### config.mk
export PLATFORM = sky130hd
export DESIGN_NAME = cdecv_sequencer_flat
export DESIGN_NICKNAME = d
export VERILOG_FILES = /design/src/rtl/cdecv_sequencer_if.sv /design/src/rtl/cdecv_sequencer.sv /design/src/flat_wrapper.sv
export SDC_FILE = /design/constraint.sdc
export NUM_CORES = 1
export LEC_CHECK = 0
export CAP_MARGIN = 20
export CORE_MARGIN = 5
export CORE_UTILIZATION = 41
export CTS_CLUSTER_DIAMETER = 150
export DETAILED_ROUTE_END_ITERATION = 6
export GPL_ROUTABILITY_DRIVEN = 0
export GPL_TIMING_DRIVEN = 1
export PLACE_DENSITY = 0.84
export SYNTH_ARGS = -nofsm -noshare
export SYNTH_HDL_FRONTEND = slang
export SYNTH_SLANG_ARGS = --single-unit
### constraint.sdc
create_clock -name clk -period 3.9 [get_ports clk]
set_clock_uncertainty 0.2 [all_clocks]
set_input_delay 1.17 -clock clk [delete_from_list [all_inputs] [get_ports clk]]
set_output_delay 1.17 -clock clk [all_outputs]
set_load 0.02 [all_outputs]
### src/rtl/cdecv_sequencer_if.sv
// Bus bundle between the CDECV microsequencer and its datapath/memory.
// master = sequencer side (drives selects), slave = datapath/environment side.
interface cdecv_sequencer_if #(
    parameter int STATE_W = 5
);
    logic [7:0]         I;
    logic [2:0]         SZCy;
    logic               mem_ready;
    logic [STATE_W-1:0] state;
    logic [2:0]         xsrc;
    logic [9:0]         xdst;
    logic [4:0]         aluop;
    logic               we;
    logic               end_sq;
    logic               halt;

    modport master (
        input  I, SZCy, mem_ready,
        output state, xsrc, xdst, aluop, we, end_sq, halt
    );

    modport slave (
        output I, SZCy, mem_ready,
        input  state, xsrc, xdst, aluop, we, end_sq, halt
    );
endinterface

### src/rtl/cdecv_sequencer.sv
// CDECV microsequencer: fetch/decode/execute walker driving datapath selects.
// Optional conditional jumps (opcode 5) are enabled by defining CDECV_JCC_EN.
//
// state | code | meaning
// RST   |  0   | reset, idle one cycle
// F0    |  1   | PC -> MA,R ; R = PC+1
// F1    |  2   | R -> PC
// F2    |  3   | RD -> I (waits on mem_ready)
// DEC   |  4   | decode opcode
// MV0   |  5   | register move
// A0    |  6   | PC -> MA,R ; R = PC+1 (operand byte)
// A1    |  7   | R -> PC
// A2    |  8   | operand byte RD -> T / MA / PC (waits on mem_ready)
// LD0   |  9   | memory read of load data (waits on mem_ready)
// LD1   | 10   | RD -> destination register
// ST0   | 11   | source register -> WD, write strobe
// ST1   | 12   | store complete
// HLT   | 13   | halted until reset
module cdecv_sequencer #(
    parameter int ADRS_BYTES = 1,
    parameter int STATE_W    = 5
) (
    input  logic             clk,
    input  logic             rst_n,
    cdecv_sequencer_if.master bus
);
    typedef enum logic [3:0] {
        RST = 4'd0,  F0  = 4'd1,  F1  = 4'd2,  F2  = 4'd3,
        DEC = 4'd4,  MV0 = 4'd5,  A0  = 4'd6,  A1  = 4'd7,
        A2  = 4'd8,  LD0 = 4'd9,  LD1 = 4'd10, ST0 = 4'd11,
        ST1 = 4'd12, HLT = 4'd13
    } state_t;

    localparam logic [2:0] XS_PC = 3'd0;
    localparam logic [2:0] XS_RD = 3'd4;
    localparam logic [2:0] XS_R  = 3'd5;
    localparam logic [2:0] XS_FF = 3'd7;

    localparam logic [9:0] XD_NONE = 10'h000;
    localparam logic [9:0] XD_PC   = 10'h001;
    localparam logic [9:0] XD_MA   = 10'h010;
    localparam logic [9:0] XD_WD   = 10'h020;
    localparam logic [9:0] XD_I    = 10'h040;
    localparam logic [9:0] XD_T    = 10'h080;
    localparam logic [9:0] XD_R    = 10'h100;

    localparam logic [4:0] ALU_ZERO = 5'b00000;
    localparam logic [4:0] ALU_INC  = 5'b01110;

    state_t     state_q, state_d;
    logic       hi_done_q, hi_done_d;
    logic [3:0] op;
    logic       is_jcc;
    logic       jcc_taken;
    logic       last_byte;
    logic [2:0] xsrc;
    logic [9:0] xdst;
    logic [4:0] aluop;
    logic       we, end_sq, halt;

    assign op        = bus.I[7:4];
    assign last_byte = (ADRS_BYTES == 1) || hi_done_q;

`ifdef CDECV_JCC_EN
    logic jcc_cond;
    always_comb begin
        jcc_cond = 1'b1;
        case (bus.I[1:0])
            2'b01:   jcc_cond = bus.SZCy[1];
            2'b10:   jcc_cond = bus.SZCy[0];
            2'b11:   jcc_cond = bus.SZCy[2];
            default: jcc_cond = 1'b1;
        endcase
    end
    assign is_jcc    = (op == 4'h5);
    assign jcc_taken = jcc_cond ^ bus.I[2];
`else
    logic unused_szcy;
    assign unused_szcy = ^bus.SZCy;
    assign is_jcc      = 1'b0;
    assign jcc_taken   = 1'b0;
`endif

    // Register field 00 means "no register": FF on the source side, nothing on the destination side.
    function automatic logic [2:0] reg_src(input logic [1:0] f);
        return (f == 2'b00) ? XS_FF : {1'b0, f};
    endfunction

    function automatic logic [9:0] reg_dst(input logic [1:0] f);
        return (f == 2'b00) ? XD_NONE : (10'd1 << f);
    endfunction

    always_ff @(posedge clk or negedge rst_n) begin
        if (!rst_n) begin
            state_q   <= RST;
            hi_done_q <= 1'b0;
        end else begin
            state_q   <= state_d;
            hi_done_q <= hi_done_d;
        end
    end

    always_comb begin
        state_d   = state_q;
        hi_done_d = hi_done_q;
        xsrc      = XS_FF;
        xdst      = XD_NONE;
        aluop     = ALU_ZERO;
        we        = 1'b0;
        end_sq    = 1'b0;
        halt      = 1'b0;
        case (state_q)
            RST: state_d = F0;
            F0, A0: begin
                xsrc    = XS_PC;
                xdst    = XD_MA | XD_R;
                aluop   = ALU_INC;
                state_d = (state_q == F0) ? F1 : A1;
            end
            F1, A1: begin
                xsrc    = XS_R;
                xdst    = XD_PC;
                state_d = (state_q == F1) ? F2 : A2;
            end
            F2: begin
                xsrc = XS_RD;
                if (bus.mem_ready) begin
                    xdst    = XD_I;
                    state_d = DEC;
                end
            end
            DEC: begin
                if (op == 4'h1) begin
                    state_d = MV0;
                end else if (op == 4'h2 || op == 4'h3 || op == 4'h4 || is_jcc) begin
                    state_d = A0;
                end else if (op == 4'hF) begin
                    state_d = HLT;
                end else begin
                    end_sq  = 1'b1;
                    state_d = F0;
                end
            end
            MV0: begin
                xsrc    = reg_src(bus.I[3:2]);
                xdst    = reg_dst(bus.I[1:0]);
                end_sq  = 1'b1;
                state_d = F0;
            end
            A2: begin
                xsrc = XS_RD;
                if (bus.mem_ready) begin
                    if (!last_byte) begin
                        xdst      = XD_T;
                        hi_done_d = 1'b1;
                        state_d   = A0;
                    end else if (op == 4'h2 || op == 4'h3) begin
                        xdst    = XD_MA;
                        state_d = (op == 4'h2) ? LD0 : ST0;
                    end else begin
                        // Untaken Jcc still consumed its operand, so PC is already past it.
                        if (op == 4'h4 || jcc_taken) xdst = XD_PC;
                        end_sq  = 1'b1;
                        state_d = F0;
                    end
                end
            end
            LD0: begin
                xsrc = XS_RD;
                if (bus.mem_ready) state_d = LD1;
            end
            LD1: begin
                xsrc    = XS_RD;
                xdst    = reg_dst(bus.I[1:0]);
                end_sq  = 1'b1;
                state_d = F0;
            end
            ST0: begin
                xsrc    = reg_src(bus.I[3:2]);
                xdst    = XD_WD;
                we      = 1'b1;
                state_d = ST1;
            end
            ST1: begin
                end_sq  = 1'b1;
                state_d = F0;
            end
            HLT: begin
                end_sq = 1'b1;
                halt   = 1'b1;
            end
            default: state_d = RST;
        endcase
        if (state_d == F0) hi_done_d = 1'b0;
    end

    assign bus.state  = STATE_W'(state_q);
    assign bus.xsrc   = xsrc;
    assign bus.xdst   = xdst;
    assign bus.aluop  = aluop;
    assign bus.we     = we;
    assign bus.end_sq = end_sq;
    assign bus.halt   = halt;
endmodule

### src/flat_wrapper.sv
// flat-port wrapper written by rule: the top's interface ports become plain ports
module cdecv_sequencer_flat 
#(
    parameter int ADRS_BYTES = 1,
    parameter int STATE_W    = 5
)
  (clk, rst_n, bus_I, bus_SZCy, bus_mem_ready, bus_state, bus_xsrc, bus_xdst, bus_aluop, bus_we, bus_end_sq, bus_halt);
  cdecv_sequencer_if #(.STATE_W(STATE_W)) bus_i ();
  input  logic clk;
  input  logic rst_n;
  input wire logic [$bits(bus_i.I)-1:0] bus_I;
  input wire logic [$bits(bus_i.SZCy)-1:0] bus_SZCy;
  input wire logic [$bits(bus_i.mem_ready)-1:0] bus_mem_ready;
  output wire logic [$bits(bus_i.state)-1:0] bus_state;
  output wire logic [$bits(bus_i.xsrc)-1:0] bus_xsrc;
  output wire logic [$bits(bus_i.xdst)-1:0] bus_xdst;
  output wire logic [$bits(bus_i.aluop)-1:0] bus_aluop;
  output wire logic [$bits(bus_i.we)-1:0] bus_we;
  output wire logic [$bits(bus_i.end_sq)-1:0] bus_end_sq;
  output wire logic [$bits(bus_i.halt)-1:0] bus_halt;
  assign bus_i.I = bus_I;
  assign bus_i.SZCy = bus_SZCy;
  assign bus_i.mem_ready = bus_mem_ready;
  assign bus_state = bus_i.state;
  assign bus_xsrc = bus_i.xsrc;
  assign bus_xdst = bus_i.xdst;
  assign bus_aluop = bus_i.aluop;
  assign bus_we = bus_i.we;
  assign bus_end_sq = bus_i.end_sq;
  assign bus_halt = bus_i.halt;
  cdecv_sequencer #(.ADRS_BYTES(ADRS_BYTES), .STATE_W(STATE_W)) u_core (.clk(clk), .rst_n(rst_n), .bus(bus_i));
endmodule
# ---- Word level (Yosys, flattened, before mapping)
# Cells that the tools add are included.
# W data, S select, Z words.
dict set report totals {
  ff_bits 4
  out_inout_bits 26
  wordCells 65
}
dict set report op_classes {
  eq_ne 21
  shift 1
  mux 28
  n_bitwise 1
  n_reduce_logical 13
}
# operator count
set op_table {}
lappend op_table {{$pmux W10 S6} 1}
lappend op_table {{$mux W4} 9}
lappend op_table {{$pmux W4 S9} 1}
lappend op_table {{$mux W10} 3}
lappend op_table {{$eq A4 B4 Y1 const B} 7}
lappend op_table {{$eq A4 B3 Y1 const B} 5}
lappend op_table {{$eq A4 B2 Y1 const B} 4}
lappend op_table {{$pmux W3 S4} 1}
lappend op_table {{$reduce_or A4 Y1} 3}
lappend op_table {{$shl A1 B2 Y10 const A} 1}
lappend op_table {{$eq A4 B1 Y1 const B} 2}
lappend op_table {{$mux W1} 8}
lappend op_table {{$reduce_or A2 Y1} 4}
lappend op_table {{$mux W7} 1}
lappend op_table {{$mux W3} 2}
lappend op_table {{$ne A2 B2 Y1 const B} 3}
lappend op_table {{$logic_not A2 Y1} 2}
lappend op_table {{$logic_not A4 Y1} 1}
lappend op_table {{$reduce_and A4 Y1} 1}
lappend op_table {{$pmux W1 S3} 1}
lappend op_table {{$logic_or A1 B1 Y1} 2}
lappend op_table {{$mux W2} 1}
lappend op_table {{$not A1 Y1} 1}

# ---- Logic depth before layout (Yosys ltp)
dict set report logic_depth {
  word_depth 6
  depth_mapped 6
  mapped_depth_nobuf 4
}

# ---- Worst setup path before layout
# No wires, ideal clock.
dict set report synth_path {
  path_kind {input to output}
  start {input port bus_I[5]}
  end {output port bus_end_sq}
  arrival_ns 2.257
  required_ns 2.530
  slack_ns 0.273
  cell_stages 5
  n_path_buf 1
  path_cell_list {buf_2 > nor4b_2 > a21oi_2 > nand3_1 > a221oi_1}
}
dict set report synth_via {
  elab_chain_cells 6
}
# item line_no
set synth_rtl {}
lappend synth_rtl {{start, declared} flat_wrapper.sv:11} ;# input wire logic [$bits(bus_i.I)-1:0] bus_I;
lappend synth_rtl {{$eq A4 B2 Y1} {cdecv_sequencer.sv:135, cdecv_sequencer.sv:157}}
lappend synth_rtl {{$logic_or A1 B1 Y1} {cdecv_sequencer.sv:135, cdecv_sequencer.sv:157}}
lappend synth_rtl {{$logic_or A1 B1 Y1} cdecv_sequencer.sv:135} ;# end else if (op == 4'h2 || op == 4'h3 || op == 4'h4 || is_jcc) begin
lappend synth_rtl {{$mux W1} cdecv_sequencer.sv:135}
lappend synth_rtl {{$mux W1} cdecv_sequencer.sv:133} ;# if (op == 4'h1) begin
lappend synth_rtl {{$pmux W1 S3 (*)} cdecv_sequencer.sv:112} ;# case (state_q)
lappend synth_rtl {{end, declared} flat_wrapper.sv:19} ;# output wire logic [$bits(bus_i.end_sq)-1:0] bus_end_sq;
# Mark *: on every way between the ends. The rest lies on a longest branch, timed or not.

# ---- Worst setup path in the final report
dict set report layout_path {
  start {input port bus_mem_ready}
  end {output port bus_xdst[4]}
}
dict set report layout_via {
  elab_chain_cells 2
}
# item line_no
set layout_rtl {}
lappend layout_rtl {{start, declared} flat_wrapper.sv:13} ;# input wire logic [$bits(bus_i.mem_ready)-1:0] bus_mem_ready;
lappend layout_rtl {{$mux W10} cdecv_sequencer.sv:152} ;# if (bus.mem_ready) begin
lappend layout_rtl {{$pmux W10 S6} cdecv_sequencer.sv:112}
lappend layout_rtl {{end, declared} flat_wrapper.sv:16} ;# output wire logic [$bits(bus_i.xdst)-1:0] bus_xdst;
# No other way between the ends.

==> impl_metrics.py <==
metrics = {
    "global_routing": {
        "grt_pass1_wl_um": 3480,
        "grt_usage_pct": 15.8,
        "grt_max_degree": 21,
        "grt.overflow.total": 0,
        "grt_pass1_vias": 809,
        "antenna_found_initial": 0,
    },
    "final_layout": {
        "largestRegisters": "u_core.state_q (4)",
        "fillers": 172,
        "multiInputGateArea_um2": 543,
        "drive_gt1_share_pct": 19.3,
        "utilization_pct": 63.6,
        "register_area_um2": 100,
        "antennaDiodeCount": 0,
        "top_register": "u_core.state_q",
        "nNetsFinal": 161,
        "largest_register_ff_count": 4,
        "areaGrowthSynthToFinish_pct": 48.1,
    },
    "synthesis": {
        "synth_top_area_share_pct": 13.5,
        "yosys-top-cells-area": "dfrtp_1, buf_4, nor2_1",
        "yosys-top-cells-count": "nor2_1, nand2_1, buf_4, o21ai_0",
        "syn_area_um2": 741,
        "synth_top_family_by_area": "simple AND/OR/NAND/NOR gates",
        "synthMuxAreaShare_pct": 0,
        "synth_edf_count": 0,
        "ys.flop_type": "dfrtp_1",
        "yosysTopAreaCell": "dfrtp_1",
        "synth_cell_types": 42,
        "synthArstFlopShare_pct": 100,
        "synth_simple_gate_area_share_pct": 44.4,
        "synth.most_common_cell": "nor2_1",
        "syn_inst": 111,
        "synthXorXnorAreaFrac_pct": 0,
        "ys_warn_count": 0,
        "synthAdderAreaFrac_pct": 0,
        "synth_seq_cells": 4,
        "ys_seq_area_share_pct": 13.5,
        "postSynthAreaPerCell_um2": 6.67,
        "synth_compound_area_share_pct": 24.8,
    },
    "floorplanning": {
        "die-area_um2": 2760,
        "coreArea_um2": 1730,
        "die_w_um": 52.5,
        "start_util_pct": 42.9,
        "row_count": 15,
        "die-height_um": 52.5,
        "ioPinCount": 40,
    },
    "critical_path": {
        "critPathMaxStageDelay_ns": 0.58,
        "rr_worst_depth": 4,
        "crit_family": "buffers and inverters",
        "r2r_end": "u_core.state_q[1]",
        "cp-endpoint": "bus_xdst[4]",
        "critPathSlowestCell": "clkdlybuf4s50_1",
        "start_kind": "primary input",
        "path_cells": "clkdlybuf4s50_1 > nand4_1 > o21ai_0 > a21o_1 > clkdlybuf4s15_2",
        "crit_cells": 5,
        "worst_ep_arrival_time_ns": 2.46,
        "crit_path_start": "bus_mem_ready",
        "worst-path-buf-inv": 2,
        "critical_path_class": "in -> out",
        "worst_ep_required_time_ns": 2.53,
        "worst-r2r-setup-slack_ns": 1.98,
        "crit-reg2reg-launch": "u_core.state_q[0]",
        "crit_path_end_kind": "output pin",
        "crit_fanout": 6,
    },
    "drt": {
        "ant_nets": 0,
        "wl_per_cell_um": 12.2,
        "drc": 0,
        "vias": 906,
        "drt_iter0_markers": 28,
        "routed_wl_um": 2080,
        "first_pass_iters": 4,
        "vias_per_cell": 5.33,
    },
    "timing": {
        "fin_crit_ns": 3.83,
        "fin_crit_sh_pct": 98.3,
        "fmax_ghz": 0.261,
        "worst_slew_pin_slew_ns": 0.591,
        "max-slew-margin-rel_pct": 60.6,
        "setup_viol": 0,
        "slew_violations": 0,
        "hold_viol_final": 0,
        "fin_ws_ns": 0.0670,
    },
    "clock_tree": {
        "cts.sinks": 4,
        "clkLatencyLatePin_ns": 0.23,
        "clockBufferDepth": 2,
        "path_clk_slew_ns": 0.03,
        "cts-root-buf": "clkbuf_4",
        "tritoncts": "done",
        "htree_num_levels": 1,
        "cts-buffers-inserted": 3,
    },
    "power": {
        "powerDensity_nw_per_um2": 667,
        "totalPowerFinal_mw": 0.732,
        "ir_drop_v": 0.000430,
        "p_leak_nw": 0.473,
    },
    "placement": {
        "dp_hpwl_um": 1660,
        "place_ws_ns": -0.509,
        "port-buffer-count": 31,
    },
    "job": {
        "cap_viol_max_count": 0,
    },
    "status": {
        "status": "finished, final reports clean",
    },
    "min_path": {
        "min_path_type": "reg -> reg",
    },
}
[how the worst min path moves through the flow]
stage / from / end / slack [ns] / depth (start not counted)
4_1_cts: u_core.state_q[1] / u_core.state_q[3] / 0.59 / 2
6_report: u_core.state_q[1] / u_core.state_q[3] / 0.60 / 2
2_1_floorplan: u_core.state_q[2] / u_core.state_q[0] / 0.61 / 4
3_5_place_dp: u_core.state_q[1] / u_core.state_q[3] / 0.58 / 2
5_1_grt: u_core.state_q[1] / u_core.state_q[3] / 0.66 / 2
3_3_place_gp: u_core.state_q[1] / u_core.state_q[3] / 0.59 / 2
[cells in the final DEF (no fill, tap or decap), types with 3 or more instances in the layout]
cell and instances:
clkdlybuf4s50_1 21, nor2_1 14, buf_4 14, nand2_1 11, o21ai_0 7, nand2b_1 6, a21oi_1 6, conb_1 5
dlygate4sd2_1 5, nand4_1 4, nor4_1 4, dfrtp_1 4, nor3_1 3, clkbuf_4 3
[per-stage QoR]
step | area (µm²) | hold slack [ns] | setup TNS [ns] | instances
after CTS | 1080 | 0.589 | 0 | 169
after global routing | 1100 | 0.658 | -0.000397 | 170
after detailed placement | 1070 | 0.582 | -1.96 | 166
after floorplan | 756 | 0.606 | 0 | 115
after global placement | 1070 | 0.586 | -1.86 | 166
final | 1100 | 0.598 | 0 | 170
[worst reg2reg max path: stages (launching register included)]
cell and delay [ns]:
dfrtp_1 0.71, nor2_1 0.22, a22oi_1 0.24, a21oi_1 0.06, or3_1 0.37
[cells by family (layout without fill, tap and decap cells)]
group / Yosys count / count (layout)
simple gates: 59 / 59
compound gates: 28 / 28
flops: 4 / 4
other cells: 1 / 5
buf+inv: 19 / 49
[repair_timing]
item / in CTS / in global routing
pin swaps: 1 / 1
setup endpoints to repair: 7 / 4
hold buffers: 0 / 0
resized for setup: 15 / 9
setup buffers: 0 / 1
[area by class of cell]
cell class,count,area share [%]
multi-input combinational,92,49.5
clock buffer,3,2.05
inverter,2,0.684
sequential,4,9.12
timing repair buffer,44,35.8
tap,25,2.85
[routing by layer]
| layer | vias up | wire (µm) | track usage [%] | part of all wire, % |
|---|---|---|---|---|
| met5 | - | 0 | 0 | 0 |
| met4 | 0 | 0 | 1.70 | 0 |
| met3 | 0 | 71 | 2.56 | 3.4 |
| met2 | 22 | 1080 | 28.1 | 52 |
| met1 | 423 | 923 | 20.4 | 44 |
| li1 | 461 | - | - | - |
[where the power goes]
part / switching [mW] / internal, mW
clock network: 0.0154 / 0.0343
logic: 0.314 / 0.251
registers: 0.0588 / 0.0580
total: 0.388 / 0.344
(Power assumes the default switching activity.)
